**config.mk**
```make
export PLATFORM = sky130hd
export DESIGN_NAME = ts_tick_gen
export DESIGN_NICKNAME = d
export VERILOG_FILES = /design/src/rtl/ts_tick_pkg.sv /design/src/rtl/ts_prescaler.sv /design/src/rtl/ts_tick_gen.sv
export SDC_FILE = /design/constraint.sdc
export NUM_CORES = 1
export LEC_CHECK = 0
export CORE_ASPECT_RATIO = 1.2
export CORE_MARGIN = 1
export CORE_UTILIZATION = 27
export CTS_CLUSTER_DIAMETER = 40
export DETAILED_ROUTE_END_ITERATION = 8
export DONT_BUFFER_PORTS = 1
export SYNTH_ARGS = -nofsm -noshare
export SYNTH_HDL_FRONTEND = slang
export SYNTH_SLANG_ARGS = --single-unit
```
**constraint.sdc**
```tcl
create_clock -name clock -period 2.35 [get_ports clock]
set_clock_uncertainty 0.15 [all_clocks]
set_input_delay 0.47 -clock clock [delete_from_list [all_inputs] [get_ports clock]]
set_output_delay 0.47 -clock clock [all_outputs]
set_load 0.02 [all_outputs]
```
**src/rtl/ts_tick_pkg.sv**
```systemverilog
// Shared state encodings and default sizing for the ts_tick_gen timed event generator.
package ts_tick_pkg;

   localparam int unsigned CNT_W_DEF      = 8;
   localparam int unsigned PRESCALE_DEF   = 10;
   localparam int unsigned TICK_LIMIT_DEF = 10;

   typedef enum logic [1:0] {
      ST_IDLE = 2'd0,
      ST_RUN  = 2'd1,
      ST_DONE = 2'd2
   } state_e;

endpackage

```
**src/rtl/ts_prescaler.sv**
```systemverilog
// Enable-gated prescale counter with synchronous clear; wrap is a one-cycle
// combinational pulse on the cycle the count sits at PRESCALE-1.
module ts_prescaler import ts_tick_pkg::*; #(
   parameter int unsigned CNT_W    = CNT_W_DEF,
   parameter int unsigned PRESCALE = PRESCALE_DEF
) (
   input  logic clock,
   input  logic reset,
   input  logic clr,
   input  logic en,
   output logic wrap
);

   localparam logic [CNT_W-1:0] LAST = CNT_W'(PRESCALE - 1);

   logic [CNT_W-1:0] count_d;
   logic [CNT_W-1:0] count_q;

   // next count: clear wins over enable, terminal count folds back to zero
   always_comb begin
      count_d = count_q;
      wrap    = 1'b0;
      if (clr) begin
         count_d = {CNT_W{1'b0}};
      end else if (en) begin
         if (count_q == LAST) begin
            count_d = {CNT_W{1'b0}};
            wrap    = 1'b1;
         end else begin
            count_d = count_q + CNT_W'(1);
         end
      end else begin
         count_d = count_q;
      end
   end

   // count register
   always_ff @(posedge clock) begin
      if (reset) begin
         count_q <= {CNT_W{1'b0}};
      end else begin
         count_q <= count_d;
      end
   end

endmodule

```
**src/rtl/ts_tick_gen.sv**
```systemverilog
// Timed event generator: prescaled ticks counted to a limit, then a held done/ack handshake.
// Optional build macro TS_TICK_GEN_LOAD_EN adds a per-run limit_in port.
module ts_tick_gen import ts_tick_pkg::*; #(
   parameter int unsigned PRESCALE   = PRESCALE_DEF,
   parameter int unsigned TICK_LIMIT = TICK_LIMIT_DEF,
   parameter int unsigned CNT_W      = CNT_W_DEF
) (
   input  logic             clock,
   input  logic             reset,
   input  logic             start,
   input  logic             ack,
`ifdef TS_TICK_GEN_LOAD_EN
   input  logic [CNT_W-1:0] limit_in,
`endif
   output logic             tick,
   output logic [CNT_W-1:0] tick_count,
   output logic             busy,
   output logic             done
);

   state_e           state_d, state_q;
   logic             tick_d, tick_q;
   logic             busy_d, busy_q;
   logic             done_d, done_q;
   logic [CNT_W-1:0] count_d, count_q;
   logic [CNT_W-1:0] count_inc;
   logic [CNT_W-1:0] run_limit;
   logic             ps_en;
   logic             ps_clr;
   logic             ps_wrap;

   assign ps_en     = (state_q == ST_RUN);
   assign ps_clr    = ~ps_en;
   assign count_inc = count_q + CNT_W'(1);

   ts_prescaler #(
      .CNT_W    (CNT_W),
      .PRESCALE (PRESCALE)
   ) u_prescaler (
      .clock (clock),
      .reset (reset),
      .clr   (ps_clr),
      .en    (ps_en),
      .wrap  (ps_wrap)
   );

`ifdef TS_TICK_GEN_LOAD_EN
   logic [CNT_W-1:0] limit_d, limit_q;

   // per-run limit captured on the IDLE->RUN edge; zero is promoted to one
   always_comb begin
      limit_d = limit_q;
      if ((state_q == ST_IDLE) && start) begin
         limit_d = (limit_in == {CNT_W{1'b0}}) ? CNT_W'(1) : limit_in;
      end else begin
         limit_d = limit_q;
      end
   end

   // limit register
   always_ff @(posedge clock) begin
      if (reset) begin
         limit_q <= CNT_W'(1);
      end else begin
         limit_q <= limit_d;
      end
   end

   assign run_limit = limit_q;
`else
   assign run_limit = CNT_W'(TICK_LIMIT);
`endif

   // FSM next state and next output values
   always_comb begin
      state_d = state_q;
      tick_d  = 1'b0;
      busy_d  = busy_q;
      done_d  = done_q;
      count_d = count_q;
      case (state_q)
         ST_IDLE: begin
            if (start) begin
               state_d = ST_RUN;
               count_d = {CNT_W{1'b0}};
               busy_d  = 1'b1;
               done_d  = 1'b0;
            end else begin
               state_d = ST_IDLE;
            end
         end
         ST_RUN: begin
            if (ps_wrap) begin
               tick_d  = 1'b1;
               count_d = count_inc;
               // >= keeps the count from ever passing the limit
               if (count_inc >= run_limit) begin
                  state_d = ST_DONE;
                  busy_d  = 1'b0;
                  done_d  = 1'b1;
               end else begin
                  state_d = ST_RUN;
               end
            end else begin
               state_d = ST_RUN;
            end
         end
         ST_DONE: begin
            if (ack) begin
               state_d = ST_IDLE;
               done_d  = 1'b0;
            end else begin
               state_d = ST_DONE;
            end
         end
         default: begin
            state_d = ST_IDLE;
            busy_d  = 1'b0;
            done_d  = 1'b0;
         end
      endcase
   end

   // state and output registers
   always_ff @(posedge clock) begin
      if (reset) begin
         state_q <= ST_IDLE;
         tick_q  <= 1'b0;
         busy_q  <= 1'b0;
         done_q  <= 1'b0;
         count_q <= {CNT_W{1'b0}};
      end else begin
         state_q <= state_d;
         tick_q  <= tick_d;
         busy_q  <= busy_d;
         done_q  <= done_d;
         count_q <= count_d;
      end
   end

   assign tick       = tick_q;
   assign tick_count = count_q;
   assign busy       = busy_q;
   assign done       = done_q;

endmodule

```
After elaboration in Yosys (flattened, before gate mapping)
Cells that the tools add are included.

word-level totals
  register bits = 21
  bits in latches = 0
  memory bits (writable) = 0
  memory bits (read-only) = 0
  input bits = 4
  output and inout bits = 11
  logic and storage cells = 45
  memories kept = 0

cells by class
  add/sub/neg operators = 2
  multipliers = 0
  divide/modulo/power cells = 0
  order comparisons = 1
  eq/ne operators = 7
  shift operators = 0
  muxes and demuxes = 20
  bitwise gates (word level) = 2
  reductions and logical operators = 7

operator list
  kind                                                               number
  adder 8 x 1 -> 8 bit, second input constant                        2
  2-to-1 mux 8 bit                                                   2
  one-hot mux 8 bit (2 select lines)                                 1
  2-to-1 mux 1 bit                                                   11
  == test 8 x 4 -> 1 bit, second input constant                      1
  greater-or-equal comparator 8 x 4 -> 1 bit, second input constant  1
  AND reduction 4 bit                                                2
  2-to-1 mux 2 bit                                                   3
  one-hot mux 1 bit (3 select lines)                                 2
  one-hot mux 2 bit (3 select lines)                                 1
  inequality test 2 x 1 -> 1 bit, second input constant              2
  inequality test 2 bit, second input constant                       2
  AND reduction 3 bit                                                1
  OR reduction 3 bit                                                 1
  == test 2 x 1 -> 1 bit, second input constant                      1
  == test 2 bit, second input constant                               1
  logical NOT 2 bit                                                  1
  inverter 1 bit                                                     2
  nonzero test 2 bit                                                 1
  OR reduction 2 bit                                                 1

Longest topological paths before layout
  word-level depth = 5
  mapped depth = 7
  mapped depth without buffers = 6

Cells and area by module
A second synthesis with hierarchy kept.

unflattened totals
  cells, all modules = 135
  area, all modules = 1144.8 um^2

modules (own cells, without submodules)
  module        instances  cells each  area an instance (um^2)  seq. area each (um^2)
  ts_tick_gen   1          93          763.2                    260.2
  ts_prescaler  1          42          381.6                    160.2

Worst setup path before layout
No wires, ideal clock.

  kind = reg2reg
  from = register count_q[1] (netlist: tick_count[1])
  to = register busy_q (netlist: busy)
  setup time = 0.117 ns
  data arrival time = 1.666 ns
  required time = 2.083 ns
  slack = 0.417 ns
  cell stages (with the launch flop) = 7
  buffers on the path = 0
  clock period less this slack = 1.933 ns
  cell sequence = dfxtp_1 inv_1 ha_1 nor2b_1 o21ai_0 a211oi_1 a32o_1

on the way
  cells in the longest elaborated chain, start to end = 4

ends and longest elaborated chain
  item                                        RTL line            source
  from (decl)                                 ts_tick_gen.sv:25   logic [CNT_W-1:0] count_d, count_q;
  from (signal assigned)                      ts_tick_gen.sv:131  count_q <= {CNT_W{1'b0}};
  from (signal assigned)                      ts_tick_gen.sv:137  count_q <= count_d;
  adder 8 x 1 -> 8 bit                        ts_tick_gen.sv:34   assign count_inc = count_q + CNT_W'(1);
  greater-or-equal comparator 8 x 4 -> 1 bit  ts_tick_gen.sv:97   if (count_inc >= run_limit) begin
  inequality test 2 x 1 -> 1 bit (no line)    -
  AND reduction 4 bit (no line)               -
  to (signal assigned)                        ts_tick_gen.sv:135  busy_q <= busy_d;
  to (decl)                                   ts_tick_gen.sv:23   logic busy_d, busy_q;

No other way between the ends.
A chain may end at the register's enable or synchronous reset.

Worst setup path after layout
  from = register u_prescaler.count_q[4]
  to = register count_q[5] (netlist: tick_count[5])

on the way
  cells in the longest elaborated chain, start to end = 5

ends and longest elaborated chain
  item                                      RTL line            source
  from (decl)                               ts_prescaler.sv:17  logic [CNT_W-1:0] count_q;
  from (signal assigned)                    ts_prescaler.sv:40  count_q <= {CNT_W{1'b0}};
  from (signal assigned)                    ts_prescaler.sv:42  count_q <= count_d;
  == test 8 x 4 -> 1 bit                    ts_prescaler.sv:26  if (count_q == LAST) begin
  2-to-1 mux 1 bit                          ts_prescaler.sv:26
  2-to-1 mux 1 bit                          ts_prescaler.sv:23  if (clr) begin
  inequality test 2 x 1 -> 1 bit (no line)  -
  AND reduction 3 bit (no line)             -

No other way between the ends.

==> Flow_metrics.wiki <==
{| class="wikitable"
! Metric !! Value
|-
| Flops & latches, synth || 21
|-
| Number of hold-slack violations in the final timing report || 0
|-
| RD Place Congestion || around 0.89
|-
| Cell with the most instances after synthesis || sky130_fd_sc_hd__dfxtp_1
|-
| Count of cells along the worst hold path || 1
|-
| Area occupied by multi-input gates || 672 sq um
|-
| Most frequently used flop master after synthesis || sky130_fd_sc_hd__dfxtp_1
|-
| Final worst path period need || between 2000 and 2500 ps
|-
| Unrepaired setup endpoints after global routing || no
|-
| Number of sinks handled by clock tree synthesis || 21
|-
| Critical Path RT || between 2000 and 2500 ps
|-
| Skew-Pair Late Insertion Delay || 260 ps
|-
| Number of remaining DRC errors || 0
|-
| Top-level port count || 15
|-
| Cell type with the highest aggregate area in the netlist || sky130_fd_sc_hd__dfxtp_1
|-
| Antenna violations before repair || 0
|-
| Vias in the first global route || roughly 1.1k
|-
| Min-Delay Path Class || in2reg
|-
| Peak Freq || about 490 MHz
|-
| Max capacitance violation total || 0
|-
| Number of buffers created by CTS || 3
|-
| Critical path arrival || about 2000 ps
|-
| Setup crit end kind || flip-flop
|-
| Starting density of the core || around 29%
|-
| Share of the synthesized area in the top cell type || 35.7%
|-
| Worst-path maximum fanout || 8
|-
| Netlist area before placement || 0.00118 sq mm
|-
| Via count || 1055
|-
| Area growth syn-to-layout || 7.12%
|-
| Most common library cells after synthesis || 21 x sky130_fd_sc_hd__dfxtp_1, 17 x sky130_fd_sc_hd__nor2_1, 10 x sky130_fd_sc_hd__nand2_1, 7 x sky130_fd_sc_hd__inv_1
|-
| Post-CTS setup buffer count || 0
|-
| Leakage || 0.000423 uW
|-
| Fraction of synthesis flops using an asynchronous set or reset pin || 0%
|-
| Setup CP Type || reg2reg
|-
| Post-cts resize count || 0
|-
| Syn. warnings || 0
|-
| Number of nets with antenna violations after routing || 0
|-
| Sum of routed wire length over all layers || 2730 um
|-
| Via-to-Cell Ratio || 5.49
|-
| Most used routing layer in global routing || met2
|-
| Height of the die || roughly 74 um
|-
| Iteration-0 DRC Markers || between 100 and 150
|-
| CTS Buffer Depth || 2
|-
| Overall global routing resource usage || 12.6%
|-
| Fraction of the cycle the final worst path needs || 86.5%
|-
| Detail-routed net length per standard cell || approximately 14 um
|-
| Transition time of the tightest slew-check pin || between 600 and 700 ps
|-
| Die width || roughly 62 um
|-
| H-tree depth || 1
|-
| Placed inst area || 0.00122 sq mm
|-
| Met1 layer usage reported by global route || 13.7%
|-
| Outcome || completed
|-
| Maximum number of pins on one net before global-route repair || 16
|-
| First-pass GRT wire length || ~4700 um
|-
| Total negative slack for setup checks || 0 ps
|-
| GRT met2 Usage || 23.4%
|-
| Routing usage on met3 || under 10%
|-
| Hold_ws || ~120 ps
|-
| Total inserted antenna cells || 0
|-
| Max-Slew Margin vs Limit || between 50% and 60%
|-
| Share of post-route cells with drive strength above 1 || 10.1%
|-
| Full die area || ~0.0046 sq mm
|-
| Largest stage delay on the critical path || between 500 and 600 ps
|-
| Iteration count of the initial detailed-routing pass || 4
|-
| CTS tree || yes
|-
| Area inside the core boundary || 0.00407 sq mm
|-
| Post-synth EDFFs || 0
|-
| Count of final max-slew check failures || 0
|-
| Cell count after synthesis || around 140
|-
| Ordered list of cells on the worst path || or4_4, nor3_1, o21a_1, a311oi_1
|-
| Area taken by flip-flops and latches || 420 sq um
|-
| Post-CTS clock slew at the launch and capture registers of the worst setup and hold paths || 80 ps
|-
| Number of input and output port buffers inserted || 0
|-
| Net count after synthesis || 144
|-
| Mean Syn Cell Area || approximately 8.7 sq um
|-
| HPWL after detailed placement || 2000 um
|-
| Count of hold buffers inserted by post-cts repair || 0
|-
| Pwr/cell area || 522 mW/mm^2
|-
| Non-Filler Cell Area, Final || 0.00126 sq mm
|-
| Clk root buf || sky130_fd_sc_hd__clkbuf_8
|-
| Max rail drop VDD || between 0.4 and 0.5 mV
|-
| Filler Cells Inserted || 449
|-
| Number of cells traversed by the worst register-to-register path || 4
|-
| Total of endpoints with negative setup slack in the final report || 0
|-
| Final net count || roughly 150
|-
| Sequential area share after synthesis || between 30 and 40%
|-
| Worst path slowest cell || sky130_fd_sc_hd__or4_4
|-
| Total number of placement rows || 25
|-
| Leftover overflow at the end of global routing || 0
|-
| Most area-consuming cells after synthesis || sky130_fd_sc_hd__dfxtp_1 36%, sky130_fd_sc_hd__nor2_1 5.4%, sky130_fd_sc_hd__a311oi_1 4.5%
|-
| Crit path launch type || flip-flop
|-
| Number of unique standard cell types used by synthesis || 42
|}
## flip-flops by register name, indices dropped and copies added (netlist names)
name                 cells
done                     1
busy                     1
u_prescaler.count_q      8
state_q                  2
tick                     1
tick_count               8
## final timing paths
check,from,end,slack (ps)
setup / recovery,u_prescaler.count_q[4],tick_count[5],320
hold / removal,reset,tick_count[0],120
setup reg to reg,u_prescaler.count_q[4],tick_count[5],320
hold reg to reg,u_prescaler.count_q[0],u_prescaler.count_q[0],340
## metrics by stage
step / instances / worst slack, ps / total power (uW) / util (%)
3_5_place_dp: 188 / 328 / 429 / 29.9
3_3_place_gp: 188 / 375 / 427 / 29.9
6_report: 192 / 318 / 658 / 31.0
4_1_cts: 192 / 297 / 671 / 31.0
5_1_grt: 192 / 158 / 694 / 31.0
2_1_floorplan: 136 / 417 / 422 / -
## layer usage
| layer | vias up | wire length [um] |
|---|---|---|
| li1 | 508 | - |
| met1 | 511 | 1090 |
| met2 | 30 | 1390 |
| met3 | 6 | 210 |
| met4 | 0 | 31 |
| met5 | - | 0 |
## layout by cell type (no fill, tap or decap), types with 4 or more instances in the layout
master,instances
sky130_fd_sc_hd__dfxtp_1,21
sky130_fd_sc_hd__nand4_1,5
sky130_fd_sc_hd__ha_1,4
sky130_fd_sc_hd__a211oi_1,5
sky130_fd_sc_hd__nand2_1,10
sky130_fd_sc_hd__o21ai_0,6
sky130_fd_sc_hd__inv_1,7
sky130_fd_sc_hd__nand3_1,5
sky130_fd_sc_hd__buf_4,4
sky130_fd_sc_hd__a311oi_1,6
sky130_fd_sc_hd__a21oi_1,6
sky130_fd_sc_hd__nor2_1,17
## critical path, delay by kind of cell (launching register included)
kind	cells	cell delay (ps)
AO/OA/AOI/OAI	2	480
flip-flops	1	350
AND/OR/NAND/NOR	2	900
## cell families (layout without fill, tap and decap cells)
| logic type | after synthesis | after routing | share of synthesized area [%] |
|---|---|---|---|
| AOI/OAI and AO/OA | 37 | 37 | 22.2 |
| xor gates and xnor gates | 6 | 6 | 4.46 |
| adders and majority gates | 4 | 4 | 4.25 |
| buffers and inverters | 13 | 15 | 7.23 |
| DFF | 21 | 21 | 35.7 |
| muxes | 1 | 1 | 0.956 |
| and+or+nand+nor | 54 | 54 | 25.2 |
## power breakdown
part           internal (uW)  leakage (uW)  switching [uW]  total (uW)
logic                   18.4      0.000230            26.4        44.8
registers                364      0.000170            13.2         377
clock network            121     0.0000228             116         237
## final cells by class
class	count	share of cell area [%]
repair buffers	4	2.38
well taps	54	5.36
inverters	7	2.08
flip-flops and latches	21	33.3
clock buffers	4	3.57
multi-input cells	102	53.3
Note: power is estimated with default switching activity, not from simulation.
